--- src/rtl/puff_sequencer_if.sv ---
// Configuration/status bundle between the MCU-side controller and puff_sequencer.
// The puff_count signal exists only when PUFF_SEQ_COUNT_EN is defined.
interface puff_sequencer_if;
  logic        cfg_wr;
  logic [1:0]  cfg_addr;
  logic [15:0] cfg_data;
  logic        puff_event;
  logic [15:0] puff_len_us;
  logic [15:0] ign_timeout_len_jf;
  logic        puff_enable;
  logic        puff_on_timeout;
  logic [1:0]  seq_state;
  logic [1:0]  cfg_status;
`ifdef PUFF_SEQ_COUNT_EN
  logic [15:0] puff_count;
`endif

`ifdef PUFF_SEQ_COUNT_EN
  modport master (
    output cfg_wr, cfg_addr, cfg_data, puff_event,
    input  puff_len_us, ign_timeout_len_jf, puff_enable, puff_on_timeout,
           seq_state, cfg_status, puff_count
  );
  modport slave (
    input  cfg_wr, cfg_addr, cfg_data, puff_event,
    output puff_len_us, ign_timeout_len_jf, puff_enable, puff_on_timeout,
           seq_state, cfg_status, puff_count
  );
`else
  modport master (
    output cfg_wr, cfg_addr, cfg_data, puff_event,
    input  puff_len_us, ign_timeout_len_jf, puff_enable, puff_on_timeout,
           seq_state, cfg_status
  );
  modport slave (
    input  cfg_wr, cfg_addr, cfg_data, puff_event,
    output puff_len_us, ign_timeout_len_jf, puff_enable, puff_on_timeout,
           seq_state, cfg_status
  );
`endif
endinterface

--- src/rtl/puff_sequencer.sv ---
// Shadow/active register sequencer feeding the puff timer.
// Define PUFF_SEQ_COUNT_EN to add the completed-puff counter (puff_count).
module puff_sequencer #(
  parameter logic [15:0] MIN_PUFF_US = 16'd300,
  parameter logic [15:0] MAX_PUFF_US = 16'd20000
) (
  input logic             sysclk,
  input logic             sysreset,
  puff_sequencer_if.slave bus
);

  typedef enum logic [1:0] {
    IDLE    = 2'd0,
    LOAD    = 2'd1,
    ARMED   = 2'd2,
    PUFFING = 2'd3
  } state_e;

  state_e      state_q, state_d;
  logic [15:0] shadow_len_q, shadow_len_d;
  logic [15:0] shadow_timeout_q, shadow_timeout_d;
  logic        shadow_on_timeout_q, shadow_on_timeout_d;
  logic [15:0] act_len_q, act_len_d;
  logic [15:0] act_timeout_q, act_timeout_d;
  logic        act_on_timeout_q, act_on_timeout_d;
  logic        run_req_q, run_req_d;
  logic        pending_q, pending_d;
  logic [1:0]  status_q, status_d;
  logic        event_prev_q;
`ifdef PUFF_SEQ_COUNT_EN
  logic [15:0] count_q, count_d;
`endif

  logic        ev_rise, ev_fall, copy;
  logic [15:0] clamp_len;

  assign ev_rise = bus.puff_event & ~event_prev_q;
  assign ev_fall = ~bus.puff_event & event_prev_q;

  always_comb begin
    clamp_len = bus.cfg_data;
    if (bus.cfg_data < MIN_PUFF_US)      clamp_len = MIN_PUFF_US;
    else if (bus.cfg_data > MAX_PUFF_US) clamp_len = MAX_PUFF_US;
  end

  always_comb begin
    state_d             = state_q;
    shadow_len_d        = shadow_len_q;
    shadow_timeout_d    = shadow_timeout_q;
    shadow_on_timeout_d = shadow_on_timeout_q;
    act_len_d           = act_len_q;
    act_timeout_d       = act_timeout_q;
    act_on_timeout_d    = act_on_timeout_q;
    run_req_d           = run_req_q;
    pending_d           = pending_q;
    status_d            = status_q;
    copy                = 1'b0;
`ifdef PUFF_SEQ_COUNT_EN
    count_d             = count_q;
`endif

    // The copy is clocked on entry to LOAD so the actives are already stable
    // for the whole LOAD cycle, one cycle ahead of the puff_enable rise.
    unique case (state_q)
      IDLE: begin
        if (run_req_q) begin
          if (shadow_timeout_q != '0) begin
            state_d = LOAD;
            copy    = 1'b1;
          end else begin
            status_d[1] = 1'b1;
            run_req_d   = 1'b0;
          end
        end
      end
      LOAD: state_d = ARMED;
      ARMED: begin
        if (ev_rise)         state_d = PUFFING;
        else if (!run_req_q) state_d = IDLE;
        else if (pending_q)  copy    = 1'b1;
      end
      PUFFING: begin
        if (ev_fall) begin
`ifdef PUFF_SEQ_COUNT_EN
          count_d = count_q + 16'd1;
`endif
          if (run_req_q) begin
            state_d = ARMED;
            copy    = pending_q;
          end else begin
            state_d = IDLE;
          end
        end
      end
      default: state_d = IDLE;
    endcase

    if (copy) begin
      act_len_d        = shadow_len_q;
      act_timeout_d    = shadow_timeout_q;
      act_on_timeout_d = shadow_on_timeout_q;
      pending_d        = 1'b0;
    end

    // A write in the same cycle as a copy lands in the shadow and stays pending.
    if (bus.cfg_wr) begin
      unique case (bus.cfg_addr)
        2'd0: begin
          shadow_len_d = clamp_len;
          pending_d    = 1'b1;
          if (clamp_len != bus.cfg_data) status_d[0] = 1'b1;
        end
        2'd1: begin
          shadow_timeout_d = bus.cfg_data;
          pending_d        = 1'b1;
        end
        2'd2: begin
          run_req_d           = bus.cfg_data[0];
          shadow_on_timeout_d = bus.cfg_data[1];
          pending_d           = 1'b1;
          if (bus.cfg_data[15]) begin
            status_d = '0;
`ifdef PUFF_SEQ_COUNT_EN
            count_d  = '0;
`endif
          end
        end
        default: ;
      endcase
    end
  end

  always_ff @(posedge sysclk) begin
    if (sysreset) begin
      state_q             <= IDLE;
      shadow_len_q        <= '0;
      shadow_timeout_q    <= '0;
      shadow_on_timeout_q <= 1'b0;
      act_len_q           <= '0;
      act_timeout_q       <= '0;
      act_on_timeout_q    <= 1'b0;
      run_req_q           <= 1'b0;
      pending_q           <= 1'b0;
      status_q            <= '0;
      event_prev_q        <= 1'b0;
`ifdef PUFF_SEQ_COUNT_EN
      count_q             <= '0;
`endif
    end else begin
      state_q             <= state_d;
      shadow_len_q        <= shadow_len_d;
      shadow_timeout_q    <= shadow_timeout_d;
      shadow_on_timeout_q <= shadow_on_timeout_d;
      act_len_q           <= act_len_d;
      act_timeout_q       <= act_timeout_d;
      act_on_timeout_q    <= act_on_timeout_d;
      run_req_q           <= run_req_d;
      pending_q           <= pending_d;
      status_q            <= status_d;
      event_prev_q        <= bus.puff_event;
`ifdef PUFF_SEQ_COUNT_EN
      count_q             <= count_d;
`endif
    end
  end

  assign bus.puff_len_us        = act_len_q;
  assign bus.ign_timeout_len_jf = act_timeout_q;
  assign bus.puff_on_timeout    = act_on_timeout_q;
  assign bus.puff_enable        = (state_q == ARMED) || (state_q == PUFFING);
  assign bus.seq_state          = state_q;
  assign bus.cfg_status         = status_q;
`ifdef PUFF_SEQ_COUNT_EN
  assign bus.puff_count         = count_q;
`endif

endmodule

--- src/flat_wrapper.sv ---
// flat-port wrapper written by rule: the top's interface ports become plain ports
module puff_sequencer_flat 
#(
  parameter logic [15:0] MIN_PUFF_US = 16'd300,
  parameter logic [15:0] MAX_PUFF_US = 16'd20000
)
  (sysclk, sysreset, bus_cfg_wr, bus_cfg_addr, bus_cfg_data, bus_puff_event, bus_puff_len_us, bus_ign_timeout_len_jf, bus_puff_enable, bus_puff_on_timeout, bus_seq_state, bus_cfg_status);
  puff_sequencer_if bus_i ();
  input logic sysclk;
  input logic sysreset;
  input wire logic [$bits(bus_i.cfg_wr)-1:0] bus_cfg_wr;
  input wire logic [$bits(bus_i.cfg_addr)-1:0] bus_cfg_addr;
  input wire logic [$bits(bus_i.cfg_data)-1:0] bus_cfg_data;
  input wire logic [$bits(bus_i.puff_event)-1:0] bus_puff_event;
  output wire logic [$bits(bus_i.puff_len_us)-1:0] bus_puff_len_us;
  output wire logic [$bits(bus_i.ign_timeout_len_jf)-1:0] bus_ign_timeout_len_jf;
  output wire logic [$bits(bus_i.puff_enable)-1:0] bus_puff_enable;
  output wire logic [$bits(bus_i.puff_on_timeout)-1:0] bus_puff_on_timeout;
  output wire logic [$bits(bus_i.seq_state)-1:0] bus_seq_state;
  output wire logic [$bits(bus_i.cfg_status)-1:0] bus_cfg_status;
  assign bus_i.cfg_wr = bus_cfg_wr;
  assign bus_i.cfg_addr = bus_cfg_addr;
  assign bus_i.cfg_data = bus_cfg_data;
  assign bus_i.puff_event = bus_puff_event;
  assign bus_puff_len_us = bus_i.puff_len_us;
  assign bus_ign_timeout_len_jf = bus_i.ign_timeout_len_jf;
  assign bus_puff_enable = bus_i.puff_enable;
  assign bus_puff_on_timeout = bus_i.puff_on_timeout;
  assign bus_seq_state = bus_i.seq_state;
  assign bus_cfg_status = bus_i.cfg_status;
  puff_sequencer #(.MIN_PUFF_US(MIN_PUFF_US), .MAX_PUFF_US(MAX_PUFF_US)) u_core (.sysclk(sysclk), .sysreset(sysreset), .bus(bus_i));
endmodule
--- config.mk ---
export PLATFORM = sky130hd
export DESIGN_NAME = puff_sequencer_flat
export DESIGN_NICKNAME = d
export VERILOG_FILES = /design/src/rtl/puff_sequencer_if.sv /design/src/rtl/puff_sequencer.sv /design/src/flat_wrapper.sv
export SDC_FILE = /design/constraint.sdc
export NUM_CORES = 1
export LEC_CHECK = 0
export BUFFER_PORTS_ARGS = -buffer_cell sky130_fd_sc_hd__clkbuf_2
export CAP_MARGIN = 20
export CORE_MARGIN = 4
export CORE_UTILIZATION = 57
export DETAILED_ROUTE_END_ITERATION = 12
export PLACE_DENSITY = 0.92
export SLEW_MARGIN = 20
export SYNTH_ARGS = -nofsm -noshare
export SYNTH_HDL_FRONTEND = slang
export SYNTH_SLANG_ARGS = --single-unit
--- constraint.sdc ---
create_clock -name sysclk -period 3.6 [get_ports sysclk]
set_input_delay 0.54 -clock sysclk [delete_from_list [all_inputs] [get_ports sysclk]]
set_output_delay 0.54 -clock sysclk [all_outputs]
set_load 0.03 [all_outputs]
; ---- Word-level counts from Yosys, hierarchy flattened
; Index checks and enable logic that the tools add are counted.
[classes]
order_cmp = 2
eq_ne = 12
n_mux = 31
bitwise = 4
reduce_logical = 11
[op_table]
columns = operator, count
row1 = 2-to-1 mux 16 bit, 2
row2 = 2-to-1 mux 1 bit, 18
row3 = "greater-than comparator 16 x 15 -> 1 bit, second input constant", 1
row4 = "< comparator 16 x 9 -> 1 bit, second input constant", 1
row5 = 2-to-1 mux 2 bit, 8
row6 = != test 16 bit, 1
row7 = nonzero test 16 bit, 1
row8 = "!= test 2 x 1 -> 1 bit, second input constant", 4
row9 = one-hot mux 2 bit (4 select lines), 1
row10 = AND reduction 4 bit, 2
row11 = "== test 2 bit, second input constant", 3
row12 = AND reduction 2 bit, 3
row13 = "== test 2 x 1 -> 1 bit, second input constant", 2
row14 = logical NOT 2 bit, 2
row15 = "!= test 3 bit, second input constant", 1
row16 = one-hot mux 1 bit (3 select lines), 1
row17 = OR reduction 3 bit, 1
row18 = AND 1 bit, 2
row19 = "!= test 2 bit, second input constant", 1
row20 = inverter 1 bit, 2
row21 = one-hot mux 1 bit (2 select lines), 1
row22 = nonzero test 2 bit, 1
row23 = logical OR 1 bit, 1
[word_totals]
regBits = 73
in_bits = 22
out_inout_bits = 38
elab_cells = 72

; ---- Longest topological paths before layout
[depth]
depth_word = 7
ltp_mapped = 7
depth_no_buf = 5

; ---- Worst setup path after synthesis
; OpenSTA, ideal clock, no wires.
[synth_timing]
path_type = input-to-reg
startpoint = input port bus_cfg_addr[0]
endpoint = register u_core.shadow_len_q[2]
setup_ns = 0.116
arrival_time_ns = 1.592
t_required_ns = 3.484
slack_ns = 1.891
cell_stages = 6
path_buffers = 1
cell_sequence = and2b_1 > nor2b_1 > buf_2 > nor2b_1 > nor3_1 > a31o_2
[synth_via]
elab_chain_len = 2
[synth_rtl]
columns = item, line_no
row1 = "start, declared", flat_wrapper.sv:12  ; input wire logic [$bits(bus_i.cfg_addr)-1:0] bus_cfg_addr;
row2 = logical NOT 2 bit, puff_sequencer.sv:107  ; unique case (bus.cfg_addr)
row3 = AND reduction 2 bit (no line), --
row4 = "end signal, assigned", puff_sequencer.sv:151  ; shadow_len_q <= shadow_len_d;
row5 = "end, declared", puff_sequencer.sv:20  ; logic [15:0] shadow_len_q, shadow_len_d;
; No other way between the ends.
; A chain may end at the register's enable or synchronous reset.

; ---- Worst setup path in the final report
[layout_timing]
startpoint = register u_core.shadow_timeout_q[6]
endpoint = register u_core.act_len_q[14], in the netlist u_core.bus.puff_len_us[14]
[layout_via]
elab_chain_len = 4
[layout_rtl]
columns = item, line_no
row1 = "start, declared", puff_sequencer.sv:21  ; logic [15:0] shadow_timeout_q, shadow_timeout_d;
row2 = "start signal, assigned", puff_sequencer.sv:152  ; shadow_timeout_q <= shadow_timeout_d;
row3 = nonzero test 16 bit, puff_sequencer.sv:67  ; if (shadow_timeout_q != '0) begin
row4 = 2-to-1 mux 1 bit, puff_sequencer.sv:67
row5 = 2-to-1 mux 1 bit, puff_sequencer.sv:66  ; if (run_req_q) begin
row6 = one-hot mux 1 bit (3 select lines), puff_sequencer.sv:64  ; unique case (state_q)
row7 = "end signal, assigned", puff_sequencer.sv:154  ; act_len_q <= act_len_d;
row8 = "end, declared", puff_sequencer.sv:23  ; logic [15:0] act_len_q, act_len_d;
; No other way between the ends.

==> metrics.md <==
| Metric | Value |
|---|---|
| DR iter-0 viols | 212 |
| Relative slew slack | 36.3% |
| Vias per inst | 5.57 |
| Cell variety after synth | 37 |
| GR Util met2 | 34.4% |
| Worst Hold Class | in2reg |
| CTS tree | done |
| Worst r2r path cells | 6 |
| Num CTS Buffers | 9 |
| Routed wire length | between 6000 and 7000 um |
| # H-tree levels | 3 |
| CP Launch Type | flip-flop |
| Worst Path Required | 3.81 ns |
| Antenna Nets Post-Route | 0 |
| CP Max Fanout | 18 |
| RSZ-0062 raised after global routing | false |
| Drc violations | 0 |
| Post-CTS sizing | 0 |
| Layout Skew | 0.00450 ns |
| EDFF count, synth | 0 |
| Via count | 2,378 |
| # setup viols final | 0 |
| Top FF cell, synth | dfxtp_1 |
| Fill count | between 300 and 400 |
| DRT Pass-1 Iters | 6 |
| HPWL after DPL | roughly 4500 um |
| Post-Syn Instances | 300 |
| Grt total ovfl | 0 |
| Flops & latches, synth | between 70 and 80 |
| LEAKAGE | 1.60 nW |
| Max Clk Rate | roughly 0.41 GHz |
| Setup bufs post-CTS | 0 |
| Reg clk slew, reported paths | 0.07 ns |
| P&R area growth vs syn | 17.9% |
| WS Path Type | reg2reg |
| R2R Path End | u_core.bus.puff_len_us[14]$_SDFFE_PP0P_ |
| CTS Hold Bufs | 0 |
| Hold Crit Start | bus_puff_event |
| Met1 usage | 29.2% |
| Dpl ws | 1.19 ns |
| Die area | 0.00613 mm^2 |
| Asr flop ratio synth | 0% |
| Hold Path Depth | 3 |
| R2r setup slk | 1.14 ns |
| Yosys warns | 0 |
| Mean Syn Cell Area | 9.39 um^2 |
| Synthesized area | 0.00282 mm^2 |
| Worst Slack Setup Final | approximately 1.1 ns |
| Starting Density | 59.2% |
| GR peak layer | met2 |
| CTS root buf | clkbuf_8 |
| CP startpoint | u_core.shadow_timeout_q[6]$_SDFFE_PP0P_ |
| Share of cells above drive strength 1 | 23.3% |
| # Max-Cap Violations | 0 |
| Port-buffer cells | 59 |
| Post-Place Cell Area | 0.00313 mm^2 |
| Final critical-path required period | 2.46 ns |
| Num Clock Sinks | 73 |
| Die Y | slightly below 80 um |
| Register area share after synthesis | around half |
| Final Hold Fails | 0 |
| Vias in the first global route | 2,232 |
| Total Routing Usage GR | 22.9% |
| Actual slew at the worst max-slew pin | 0.953 ns |
| Die W | 78.3 um |
| Worst-Skew Late Latency | 0.35 ns |
| CP arrival | 2.67 ns |
| Final nets | 377 |
| Final slew viol count | 0 |
| Largest net degree at the start of global routing | 67 |
| Post-route setup TNS | 0 ns |
| Hold Slack | 0.448 ns |
| Worst Hold Endpoint | u_core.event_prev_q$_SDFF_PP0_ |
| Number of antenna violations at the first check in global routing | 0 |
| VDD IR max | 260 uV |
| Clock tree buffer depth | 2 |
| P per Cell Area | 470 mW/mm^2 |
| Placer Congestion | about 0.8 |
| Status | completed |
| Row cnt | 25 |
| Core Util, Final | 69.8% |
| First-pass GRT wire length | 10,800 um |
| # IOs | 60 |
| Worst r2r src | u_core.shadow_timeout_q[6]$_SDFFE_PP0P_ |
| CP Capture Type | flip-flop |
| Core footprint | 0.00475 mm^2 |
| Met3 Track Usage GR | 8.72% |
| Fin area | 0.00332 mm^2 |
| Post-Syn Nets | ~320 |
| Tcrit/Tclk final | 68.4% |
| Inserted Diodes | 0 |
| Wirelength per Cell | between 15 and 20 um |
## registers in the layout, indices dropped and copies added, names as in the netlist, 2 cells and up
signal                         count
u_core.bus.ign_timeout_len_jf     16
u_core.bus.puff_len_us            16
u_core.shadow_len_q               16
u_core.shadow_timeout_q           16
u_core.bus.cfg_status              2
u_core.bus.seq_state               2
## metal layers
| metal | wire length [um] | part of all wire [%] | vias to the layer above |
|---|---|---|---|
| li1 | - | - | 1144 |
| met1 | 2730 | 42 | 1072 |
| met2 | 3040 | 46 | 138 |
| met3 | 643 | 9.8 | 24 |
| met4 | 150 | 2.3 | 0 |
| met5 | 0 | 0 | - |
## synth_stat cells, types with 2 or more instances
| master | number | area, um^2 |
|---|---|---|
| nand2_1 | 39 | 146 |
| o311a_1 | 2 | 20.0 |
| and2_1 | 2 | 12.5 |
| a22o_1 | 7 | 61.3 |
| a21oi_1 | 20 | 100 |
| nor4_1 | 7 | 43.8 |
| clkbuf_1 | 9 | 33.8 |
| a31oi_1 | 3 | 18.8 |
| nor2_1 | 54 | 203 |
| a31o_2 | 3 | 26.3 |
| mux2i_1 | 34 | 340 |
| nand4_1 | 2 | 12.5 |
| o21ai_0 | 4 | 20.0 |
| a22oi_1 | 2 | 15.0 |
| nor2b_1 | 3 | 18.8 |
| buf_8 | 3 | 45.0 |
| buf_2 | 2 | 10.0 |
| buf_1 | 2 | 7.51 |
| nand2b_1 | 2 | 12.5 |
| nor3_1 | 7 | 35.0 |
| inv_1 | 3 | 11.3 |
| a211oi_1 | 2 | 15.0 |
| dfxtp_1 | 73 | 1460 |
| o21a_1 | 2 | 15.0 |
## worst max path at each step
| stage | endpoint | slack [ns] | cells past startpoint |
|---|---|---|---|
| after CTS | u_core.bus.puff_len_us[14]$_SDFFE_PP0P_ | 1.14 | 6 |
| after detailed placement | u_core.bus.puff_len_us[8]$_SDFFE_PP0P_ | 1.19 | 6 |
| after floorplan | u_core.shadow_len_q[2]$_SDFFE_PP0P_ | 1.89 | 6 |
| after global placement | u_core.bus.puff_len_us[5]$_SDFFE_PP0P_ | 1.26 | 6 |
| final | u_core.bus.puff_len_us[14]$_SDFFE_PP0P_ | 1.14 | 6 |
| after global routing | u_core.bus.puff_len_us[8]$_SDFFE_PP0P_ | 1.0 | 6 |
## layout by cell type, fill, tap and decap left out, drive strengths merged, types with 3 or more instances in the layout
| cell type | count |
|---|---|
| clkbuf | 73 |
| a21oi | 20 |
| nand2b | 3 |
| a31oi | 3 |
| a211oi | 3 |
| dfxtp | 73 |
| nor2 | 54 |
| a31o | 3 |
| nor2b | 3 |
| a22o | 7 |
| nor4 | 7 |
| o21ai | 4 |
| nor3 | 7 |
| nand2 | 39 |
| inv | 3 |
| mux2i | 34 |
## logic make-up after synthesis
logic type	after synthesis	share of synthesized area [%]
AO/OA/AOI/OAI	49	12.2
adder cells (fa/ha/maj)	1	0.355
buffers and inverters	20	4.22
multiplexers	34	12.1
flip-flops	73	51.9
AND/OR/NAND/NOR	123	19.3
## worst max-delay path, cell delays in order (launching register included)
cell,delay [ns]
dfxtp_1,0.33
nor4_1,0.38
nand4_1,0.32
a2bb2oi_4,0.72
buf_12,0.26
mux2i_1,0.22
nor2_1,0.06
## power breakdown
| group | internal (W) | leakage, nW | switching, W |
|---|---|---|---|
| logic | 0.0000400 | 0.906 | 0.0000762 |
| clock network | 0.000324 | 0.102 | 0.000284 |
| registers | 0.000824 | 0.591 | 0.0000119 |
| total | 0.00119 | 1.60 | 0.000372 |
## stage by stage
| step | cells | power (W) |
|---|---|---|
| final | 427 | 0.00156 |
| after global placement | 411 | 0.000962 |
| after global routing | 427 | 0.00162 |
| after detailed placement | 411 | 0.000966 |
| after floorplan | 300 | 0.000924 |
| after CTS | 427 | 0.00157 |
## final cells by class
| cell class | instances | area (um^2) | area share, % |
|---|---|---|---|
| clock buffer | 14 | 183 | 5.50 |
| clock inverter | 2 | 10.0 | 0.302 |
| inverter | 3 | 11.3 | 0.339 |
| multi-input combinational | 207 | 1250 | 37.6 |
| sequential | 73 | 1460 | 44.0 |
| tap | 67 | 83.8 | 2.53 |
| timing repair buffer | 61 | 323 | 9.72 |
(Power assumes the default switching activity.)
